$ cat src/rtl/noc_router_xy.sv
// noc_router_xy: five-port XY mesh router with per-input FIFOs, per-output
// round-robin arbitration and credit-based flow control.
//
// Handshake: a flit moves on a link in any cycle where valid is high; there is
// no ready. The sender may only drive valid while it holds a credit for the
// receiver's buffer, and the receiver returns one credit as a single-cycle
// incr pulse for every flit it removes from that buffer.
module noc_router_xy #(
    parameter int FLIT_W = 16,
    parameter int DEPTH  = 4,
    parameter int X_W    = 2,
    parameter int Y_W    = 2,
    parameter int MY_X   = 0,
    parameter int MY_Y   = 0
) (
    input  logic                clk,
    input  logic                rst,
    input  logic [5*FLIT_W-1:0] data_i,
    input  logic [4:0]          valid_i,
    input  logic [4:0]          incr_i,
    output logic [5*FLIT_W-1:0] data_o,
    output logic [4:0]          valid_o,
    output logic [4:0]          incr_o,
    output logic                err_o
);

    localparam int PTR_W = (DEPTH > 1) ? $clog2(DEPTH) : 1;
    localparam int CNT_W = $clog2(DEPTH + 1);
    localparam logic [CNT_W-1:0] FULL  = CNT_W'(DEPTH);
    localparam logic [X_W-1:0]   MY_XV = X_W'(MY_X);
    localparam logic [Y_W-1:0]   MY_YV = Y_W'(MY_Y);

    // Input FIFO storage and bookkeeping, one FIFO per input port
    logic [FLIT_W-1:0] mem [5][DEPTH];
    logic [PTR_W-1:0]  rd_ptr [5];
    logic [PTR_W-1:0]  wr_ptr [5];
    logic [CNT_W-1:0]  count  [5];

    // Per-output credit counters and round-robin pointers
    logic [CNT_W-1:0]  credit [5];
    logic [2:0]        rr     [5];

    // Combinational datapath
    logic [FLIT_W-1:0] head [5];
    logic [4:0]        req  [5];   // req[i][o]: input i wants output o
    logic [4:0]        gnt_valid;
    logic [2:0]        gnt_src [5];
    logic [4:0]        pop;
    logic [4:0]        wr_ok;
    logic [4:0]        cred_err;
    logic              err_set;

    // One-hot output selection for a flit using dimension-ordered XY routing
    function automatic logic [4:0] route_onehot(input logic [FLIT_W-1:0] f);
        logic [X_W-1:0] dx;
        logic [Y_W-1:0] dy;
        dx = f[FLIT_W-1 -: X_W];
        dy = f[FLIT_W-1-X_W -: Y_W];
        if (dx > MY_XV)      route_onehot = 5'b00100;  // E
        else if (dx < MY_XV) route_onehot = 5'b01000;  // W
        else if (dy > MY_YV) route_onehot = 5'b00001;  // N
        else if (dy < MY_YV) route_onehot = 5'b00010;  // S
        else                 route_onehot = 5'b10000;  // L
    endfunction

    // Reduce a port index in 0..8 back into 0..4
    function automatic logic [2:0] wrap5(input int v);
        wrap5 = (v >= 5) ? 3'(v - 5) : 3'(v);
    endfunction

    // Expose each FIFO head and the output it requests
    always_comb begin
        for (int i = 0; i < 5; i++) begin
            head[i] = mem[i][rd_ptr[i]];
            req[i]  = (count[i] != '0) ? route_onehot(head[i]) : 5'b00000;
        end
    end

    // Round-robin arbitration per output, gated by credit availability
    always_comb begin
        for (int o = 0; o < 5; o++) begin
            gnt_valid[o] = 1'b0;
            gnt_src[o]   = 3'd0;
            if (credit[o] != '0) begin
                for (int k = 0; k < 5; k++) begin
                    if (!gnt_valid[o] && req[wrap5(int'(rr[o]) + k)][o]) begin
                        gnt_valid[o] = 1'b1;
                        gnt_src[o]   = wrap5(int'(rr[o]) + k);
                    end
                end
            end
        end
    end

    // Each granted input pops its head; one head can only win one output
    always_comb begin
        pop = 5'b00000;
        for (int o = 0; o < 5; o++) begin
            if (gnt_valid[o]) pop[gnt_src[o]] = 1'b1;
        end
    end

    // Write acceptance: a full FIFO still accepts when it pops the same cycle
    always_comb begin
        for (int p = 0; p < 5; p++) begin
            wr_ok[p] = valid_i[p] && ((count[p] != FULL) || pop[p]);
        end
    end

    // Credit overflow: a return arrives with the counter already at DEPTH
    always_comb begin
        for (int o = 0; o < 5; o++) begin
            cred_err[o] = incr_i[o] && !gnt_valid[o] && (credit[o] == FULL);
        end
        err_set = (|(valid_i & ~wr_ok)) || (|cred_err);
    end

    // FIFO storage writes; contents need no reset since count gates reads
    always_ff @(posedge clk) begin
        for (int p = 0; p < 5; p++) begin
            if (wr_ok[p]) mem[p][wr_ptr[p]] <= data_i[p*FLIT_W +: FLIT_W];
        end
    end

    // FIFO pointers and occupancy
    always_ff @(posedge clk) begin
        if (rst) begin
            for (int p = 0; p < 5; p++) begin
                rd_ptr[p] <= '0;
                wr_ptr[p] <= '0;
                count[p]  <= '0;
            end
        end else begin
            for (int p = 0; p < 5; p++) begin
                if (wr_ok[p]) wr_ptr[p] <= wr_ptr[p] + PTR_W'(1);
                if (pop[p])   rd_ptr[p] <= rd_ptr[p] + PTR_W'(1);
                count[p] <= count[p] + CNT_W'(wr_ok[p]) - CNT_W'(pop[p]);
            end
        end
    end

    // Credit counters: a send and a return in the same cycle cancel out
    always_ff @(posedge clk) begin
        if (rst) begin
            for (int o = 0; o < 5; o++) credit[o] <= FULL;
        end else begin
            for (int o = 0; o < 5; o++) begin
                if (gnt_valid[o] && !incr_i[o])
                    credit[o] <= credit[o] - CNT_W'(1);
                else if (!gnt_valid[o] && incr_i[o] && (credit[o] != FULL))
                    credit[o] <= credit[o] + CNT_W'(1);
            end
        end
    end

    // Round-robin pointers move past the winner only when a grant happens
    always_ff @(posedge clk) begin
        if (rst) begin
            for (int o = 0; o < 5; o++) rr[o] <= 3'd0;
        end else begin
            for (int o = 0; o < 5; o++) begin
                if (gnt_valid[o])
                    rr[o] <= (gnt_src[o] == 3'd4) ? 3'd0 : gnt_src[o] + 3'd1;
            end
        end
    end

    // Registered outputs: flit, valid, upstream credit return and sticky error
    always_ff @(posedge clk) begin
        if (rst) begin
            data_o  <= '0;
            valid_o <= 5'b00000;
            incr_o  <= 5'b00000;
            err_o   <= 1'b0;
        end else begin
            for (int o = 0; o < 5; o++) begin
                if (gnt_valid[o]) data_o[o*FLIT_W +: FLIT_W] <= head[gnt_src[o]];
            end
            valid_o <= gnt_valid;
            incr_o  <= pop;
            if (err_set) err_o <= 1'b1;
        end
    end

endmodule

$ cat config.mk
export PLATFORM = sky130hd
export DESIGN_NAME = noc_router_xy
export DESIGN_NICKNAME = d
export VERILOG_FILES = /design/src/rtl/noc_router_xy.sv
export SDC_FILE = /design/constraint.sdc
export NUM_CORES = 1
export LEC_CHECK = 0
export CORE_ASPECT_RATIO = 0.75
export CORE_MARGIN = 4
export CORE_UTILIZATION = 61
export CTS_BUF_LIST = sky130_fd_sc_hd__clkbuf_4
export CTS_CLUSTER_SIZE = 28
export DETAILED_ROUTE_END_ITERATION = 12
export HOLD_SLACK_MARGIN = 0.1
export PLACE_DENSITY = 0.82
export SLEW_MARGIN = 20
export SYNTH_ARGS = -nofsm -noshare
export SYNTH_HDL_FRONTEND = slang
export SYNTH_SLANG_ARGS = --single-unit
$ cat constraint.sdc
create_clock -name clk -period 7.5 [get_ports clk]
set_clock_uncertainty 0.2 [all_clocks]
set_input_delay 1.875 -clock clk [delete_from_list [all_inputs] [get_ports clk]]
set_output_delay 1.875 -clock clk [all_outputs]
set_load 0.1 [all_outputs]
[Word-level counts from Yosys, hierarchy flattened]
Memory sizes are Yosys's and may differ from the RTL's.
Cells that the tools add are included.
Word-level totals
  flip-flop bits (word level): 91
  memory bits (writable): 385
  bits of input ports: 92
  memories kept: 6
Operators by class
  $add $sub $neg: 80
  order comparisons: 100
  eq/ne operators: 20
  multiplexer cells: 383
  bitwise logic cells: 76
  reduce and logical (&&, ||, !) cells: 103
Memory list
  mem: depth 5, width 64, rd ports 5, clocked after memory_dff 0, wr ports 5, line 34  | logic [FLIT_W-1:0] mem [5][DEPTH];
  count: depth 5, width 3, rd ports 5, clocked after memory_dff 0, wr ports 5, line 37  | logic [CNT_W-1:0] count [5];
  credit: depth 5, width 3, rd ports 5, clocked after memory_dff 0, wr ports 5, line 40  | logic [CNT_W-1:0] credit [5];
  rr: depth 5, width 3, rd ports 5, clocked after memory_dff 0, wr ports 5, line 41  | logic [2:0] rr [5];
  rd_ptr: depth 5, width 2, rd ports 5, clocked after memory_dff 0, wr ports 5, line 35  | logic [PTR_W-1:0] rd_ptr [5];
  wr_ptr: depth 5, width 2, rd ports 5, clocked after memory_dff 0, wr ports 5, line 36  | logic [PTR_W-1:0] wr_ptr [5];
Operators by type and width (count)
  16-bit 2-to-1 mux: 25
  5-bit binary-select mux with 3-bit select: 25
  64-bit 2-to-1 mux: 5
  3-bit 2-to-1 mux: 90
  16-bit binary-select mux with 3-bit select: 5
  5-bit 2-to-1 mux: 40
  16-bit binary-select mux with 2-bit select: 5
  16-bit demux with 2-bit select: 5
  1-bit 2-to-1 mux: 148
  4-bit greater-or-equal comparator, second input constant: 30
  3-bit inverter with 4-bit output: 30
  4-bit by 3-bit greater-or-equal comparator with 1-bit output, second input constant: 20
  3-bit subtractor, second input constant: 25
  1-bit logical AND: 55
  3-bit greater-or-equal comparator, second input constant: 15
  3-bit by 2-bit adder with 4-bit output, second input constant: 10
  2-bit 2-to-1 mux: 20
  4-bit 2-to-1 mux: 10
  3-bit by 1-bit adder with 3-bit output, second input constant: 10
  3-bit equality test, second input constant: 10
  1-bit logical NOT: 30
  3-bit != test, second input constant: 10
  2-bit inverter with 3-bit output: 10
  1-bit OR: 30
  other kinds (18): 99

[Logic depth before layout (Yosys ltp)]
Gate-level depths: netlist (run 1).
  depth after elaboration: 50
  depth in mapped cells: 25
  depth with buffers taken out: 22

[Worst setup path after synthesis (run 1)]
Ideal clock, no wire load.
  path kind: flip-flop to flip-flop
  start point: memory rr[0][0]
  end point: memory count[0][14] (netlist bit)
  setup time: 0.128 ns
  arrival time: 5.295 ns
  data required time: 7.172 ns
  slack: 1.878 ns
  stages on the path, launching flop included: 23
  buffers on the path: 4
  clock period less this slack: 5.622 ns
  cells stage by stage: edfxtp_1 clkbuf_1 clkbuf_1 inv_1 ha_1 ha_1 clkbuf_1 a21oi_1 mux2i_1 a31oi_1 a311oi_1 nand3_1 a32o_1 and2_1 clkbuf_1 or3b_2 o21ai_0 inv_1 ha_1 fa_1 xnor2_1 xnor2_1 nor2_1
RTL lines (line)
  start, declared: 41
  end, declared: 37

==> results_dict.tcl, run 1 <==
set metrics [dict create \
    antenna_found_initial 1 \
    yosysSeqAreaShare_pct 55.2 \
    grt_pass1_vias 15900 \
    max_cap_violations 0 \
    grt_start_max_net_pins 57 \
    postSynth.asyncResetShare_pct 0 \
    cts_buffers 100 \
    yosysWarnings 0 \
    start_kind "flop" \
    grt_pass1_wl_mm 91.2 \
    min_period_ns 6.68 \
    clock-sinks 436 \
    hold_buffers 0 \
    nets 2100 \
    rows 60 \
    htreeDepth 3 \
    fillers 2466 \
    clock_tree.root_cell "clkbuf_4" \
    die_w_um 229 \
    worst_slew_pin_slew_ns 1.06 \
    end_kind "flop" \
    synth_edf_count 364 \
    syn2layout_area_growth_pct 14.0 \
    drt_pass1_iterations 8 \
    clk_pin_slew_ns 0.08 \
    final_common_cell "edfxtp_1" \
    status "complete, no violations" \
    coreArea_sq_um 36100 \
    vias 16100 \
    finalSetupViolCount 0 \
    drcViolationCount 0 \
    wl_per_cell_um 23.6 \
    rsz0062_at_grt "no" \
    path_class "reg2reg" \
    cp_slowest_stage_delay_ns 0.83 \
    postLayoutCoreUtil_pct 70.8 \
    clk_latency_ns 0.85 \
    finalHoldViolCount 0 \
    drive_above_1_share_pct 16.5 \
    synth_cells 1748 \
    hp-class "reg2reg" \
    post-place-ws_ns 1.06 \
    maxSlewViolCount 0 \
    critical_path_arrival_ns 7.12 \
    dieHeight_um 174 \
    gp_congestion 0.967 \
    path_max_fanout 30 \
    multi_input_area_sq_um 9210 \
    cpLargestDelayFamily "adder cells" \
    startpoint "rr[0][12]" \
    clock.fmax_ghz 0.150 \
    post-cts-setup-buffers 0 \
    grt_usage_pct 29.3 \
    layout_common_cells "364 x edfxtp_1, 163 x clkbuf_4, 147 x clkdlybuf4s50_1" \
    synth_cell_type_count 99 \
    cp_common_cell "ha_1" \
    fin_crit_sh_pct 89.1 \
    cp_slowest_cell "edfxtp_1" \
    cts_tree "done" \
    cp_cell_sequence "inv_1, ha_1, ha_1, a21oi_1, mux2_2, a2111oi_0, o2111ai_1, or2_4, o32ai_2, buf_4, nor3_1, nor3_1, inv_1, ha_1, inv_1, ha_1, fa_1, xnor2_1, nor2_1" \
    regArea_sq_um 12400 \
    r2r_start "rr[0][12]" \
    cts_resized 0 \
    ys_ff_latch 436 \
    synth-main-ff-cell "edfxtp_1" \
    first_iter_violations 2057 \
    fin_ws_ns 0.818 \
    dieArea_sq_um 39900 \
    vias_per_cell 6.38 \
    path_buf_inv 4 \
    start_util_pct 62.1 \
    tns_ns 0 \
    hp-start "data_o[76]" \
    num_io_pins 183 \
    relSlewSlack_pct 29.0 \
    ant_nets 0 \
    worstPathRequired_ns 7.94 \
    wirelength_mm 59.4 \
    dpl.hpwl_mm 42.8 \
    netlist_area_sq_um 22400 \
    clockBufferDepth 3 \
    io_buffers 148 \
    grt_overflow 0 \
    syn_avg_cell_area_sq_um 12.8 \
]
per-layer routing:
layer,track usage [%],vias up,routed length [um]
met5,0,-,0
met4,11.0,0,2250
met3,6.54,180,5660
met2,46.4,954,28100
met1,40.2,7805,23400
li1,-,7118,-
cell type report:
class	instances	area share, %
Timing Repair Buffer	173	6.52
Clock inverter	25	0.563
Inverter	87	1.28
Tap cell	496	2.43
Multi-Input combinational cell	1135	36.0
Sequential cell	436	48.4
Antenna cell	2	0.0196
Clock buffer	163	4.79
per-stage QoR:
stage	hold WS, ns	instance area (sq um)	std cells
2_1_floorplan	0.298	22600	1781
3_3_place_gp	0.242	24200	2327
3_5_place_dp	0.244	24200	2327
4_1_cts	0.263	25600	2515
5_1_grt	0.277	25600	2516
6_report	0.255	25600	2517
kinds of logic (layout without fill, tap and decap cells):
group,Yosys count,after routing,share of synthesized area (%)
buffers and inverters,210,448,4.35
xor gates and xnor gates,39,39,1.52
DFF,436,436,55.2
AOI/OAI and AO/OA,369,369,12.1
adders and majority gates,75,75,4.59
and+or+nand+nor,462,462,10.8
other,1,36,0.0167
muxes,156,156,11.5
worst paths after layout:
check,endpoint,slack (ns),cells past startpoint
max,count[0][5],0.82,19
min,data_o[76],0.26,1
max reg2reg,count[0][5],0.82,19
min reg2reg,data_o[76],0.26,1
worst register-to-register path, stage by stage, from the launching register on:
cell	delay, ns
edfxtp_1	0.83
inv_1	0.28
ha_1	0.29
ha_1	0.39
a21oi_1	0.18
mux2_2	0.40
a2111oi_0	0.71
o2111ai_1	0.39
or2_4	0.37
o32ai_2	0.10
buf_4	0.37
nor3_1	0.16
nor3_1	0.51
inv_1	0.16
ha_1	0.31
inv_1	0.04
ha_1	0.18
fa_1	0.37
xnor2_1	0.16
nor2_1	0.05
synth_stat cells, drive strengths merged (25+ instances only):
cell type / n / area share [%]
buf: 59 / 1.8
nor2: 83 / 1.5
ha: 63 / 3.5
edfxtp: 364 / 49
a211oi: 34 / 1.2
dfxtp: 72 / 6.4
nand2b: 25 / 0.70
nand2: 91 / 1.5
and2: 49 / 1.4
nor3: 41 / 0.94
inv: 86 / 1.4
nand3: 74 / 1.7
clkbuf: 64 / 1.1
a21oi: 82 / 1.9
xnor2: 28 / 1.1
mux2i: 70 / 3.1
mux4: 80 / 8.0
o21ai: 35 / 0.83
state kept, by name, indices dropped and copies added, names as in the netlist:
signal and cells:
mem 320, rr 9, incr_o 5, wr_ptr 10, credit 15, err_o 1
data_o 48, rd_ptr 10, valid_o 3, count 15
Power of run 1 is not shown: default switching activity piles up to over one toggle a cycle in this logic, so the estimate is an artifact.
==> run 2, diff against run 1 <==
--- a/config.mk
+++ b/config.mk
@@ -11,6 +11,7 @@
 export CTS_BUF_LIST = sky130_fd_sc_hd__clkbuf_4
 export CTS_CLUSTER_SIZE = 28
 export DETAILED_ROUTE_END_ITERATION = 12
+export GPL_ROUTABILITY_DRIVEN = 0
 export HOLD_SLACK_MARGIN = 0.1
 export PLACE_DENSITY = 0.82
 export SLEW_MARGIN = 20
==> run 2 against run 1 <==
Against the previous run: register-to-register slack gained 0.11 ns; count of clock-buffer cells in the layout shrank 5; worst hold slack gained 0.0026 ns; global-route usage shrank 0.30 points; maximum frequency grew 1.7%; first-iteration DRC count grew 13%; sequential cell count is the same; cell count grew 0.28%; critical path depth is the same; critical path type unchanged; critical endpoint unchanged.
==> results_dict.tcl, run 2 (synthesized netlist as in run 1, its figures left out) <==
set metrics [dict create \
    drcViolationCount 0 \
    end_kind "flop" \
    relSlewSlack_pct 26.3 \
    maxSlewViolCount 0 \
    max_cap_violations 0 \
    layout_common_cells "364 x edfxtp_1, 158 x clkbuf_4, 147 x clkdlybuf4s50_1" \
    ant_nets 0 \
    largest_reg_flops 320 \
    grt_pass1_vias 16000 \
    antenna_found_initial 2 \
    grt_usage_pct 29.0 \
    cts_resized 0 \
    clock.fmax_ghz 0.152 \
    worstSetupEndpoint "count[0][5]" \
    grt_use_met3_pct 6.93 \
    grt_overflow 0 \
    nets 2106 \
    worst_slew_pin_slew_ns 1.10 \
    start_kind "flop" \
    dieArea_sq_um 39900 \
    dpl.hpwl_mm 42.5 \
    post-cts-setup-buffers 0 \
    cts_tree "done" \
    clock-sinks 436 \
    cts_buffers 102 \
    vias 16300 \
    r2r_start "rr[0][12]" \
    min_period_ns 6.57 \
    dieHeight_um 174 \
    hp-class "reg2reg" \
    critical_path_arrival_ns 7.03 \
    clk_latency_ns 0.84 \
    rsz0062_at_grt "no" \
    htreeDepth 3 \
    clockBufferDepth 3 \
    wirelength_mm 58.8 \
    rows 60 \
    startpoint "rr[0][12]" \
    syn2layout_area_growth_pct 14.0 \
    clk_pin_slew_ns 0.08 \
    reg2reg_depth 19 \
    vias_per_cell 6.47 \
    grt-busiest-layer "met2" \
    first_iter_violations 2324 \
    worstPathRequired_ns 7.96 \
    hold_buffers 0 \
    coreArea_sq_um 36100 \
    post-place-ws_ns 1.17 \
    timing.rr.end "count[0][5]" \
    wl_per_cell_um 23.3 \
    fin_ws_ns 0.928 \
    grt.met2_usage_pct 46.2 \
    fillers 2381 \
    die_w_um 229 \
    tns_ns 0 \
    start_util_pct 62.1 \
    fin_crit_sh_pct 87.6 \
    finalHoldViolCount 0 \
    clock_tree.root_cell "clkbuf_4" \
    io_buffers 148 \
    drive_above_1_share_pct 16.3 \
    path_class "reg2reg" \
    ff2ff_setup_slack_ns 0.93 \
    drt_pass1_iterations 8 \
    grt_pass1_wl_mm 90.8 \
    grtUsageMet1_pct 38.8 \
    num_io_pins 183 \
    grt_start_max_net_pins 86 \
    status "complete, no violations" \
    final_common_cell "edfxtp_1" \
    path_max_fanout 30 \
    finalSetupViolCount 0 \
]
-- run 2: worst min path at each step --
| stage | cells past startpoint | end | slack, ns | from |
|---|---|---|---|---|
| global placement | 1 | data_o[77] | 0.24 | data_o[77] |
| finish | 1 | data_o[76] | 0.26 | data_o[76] |
| floorplan | 2 | count[0][14] | 0.30 | count[0][14] |
| CTS | 2 | data_o[13] | 0.26 | data_o[13] |
| global route | 1 | data_o[77] | 0.28 | data_o[77] |
| detailed placement | 1 | data_o[77] | 0.24 | data_o[77] |
-- run 2: critical path, cell delays in order (launching register included) --
cell       delay (ns)
edfxtp_1         0.77
inv_1            0.27
ha_1             0.29
ha_1             0.39
a21oi_1          0.18
mux2_2           0.39
a2111oi_0        0.67
o2111ai_1        0.39
or2_4            0.37
o32ai_2          0.09
buf_4            0.37
nor3_1           0.14
nor3_1           0.55
inv_1            0.17
ha_1             0.32
inv_1            0.04
ha_1             0.18
fa_1             0.38
xnor2_1          0.17
nor2_1           0.05
-- run 2: final cells by class --
type	count	area, sq um	area share [%]
flip-flops and latches	436	12400	48.4
multi-input cells	1135	9200	36.0
repair buffers	177	1700	6.63
clock buffers	158	1190	4.64
well taps	496	621	2.43
inverters	87	327	1.28
clock inverters	33	161	0.631
diodes	2	5.00	0.0196
-- run 2: per-stage QoR --
| stage | area, sq um | util [%] | hold slack [ns] | cells |
|---|---|---|---|---|
| 6_report | 25600 | 70.8 | 0.258 | 2524 |
| 5_1_grt | 25600 | 70.8 | 0.276 | 2524 |
| 4_1_cts | 25600 | 70.8 | 0.258 | 2522 |
| 3_5_place_dp | 24200 | 67.1 | 0.244 | 2331 |
| 3_3_place_gp | 24200 | 67.1 | 0.241 | 2331 |
| 2_1_floorplan | 22600 | - | 0.298 | 1781 |
-- run 2: layer usage --
metal  vias to the layer above  part of all wire [%]
li1                       7140                     -
met1                      7983                    39
met4                         0                   4.0
met5                         -                     0
met2                      1003                    47
met3                       195                   9.9
Power of run 2 is left out for the same reason.
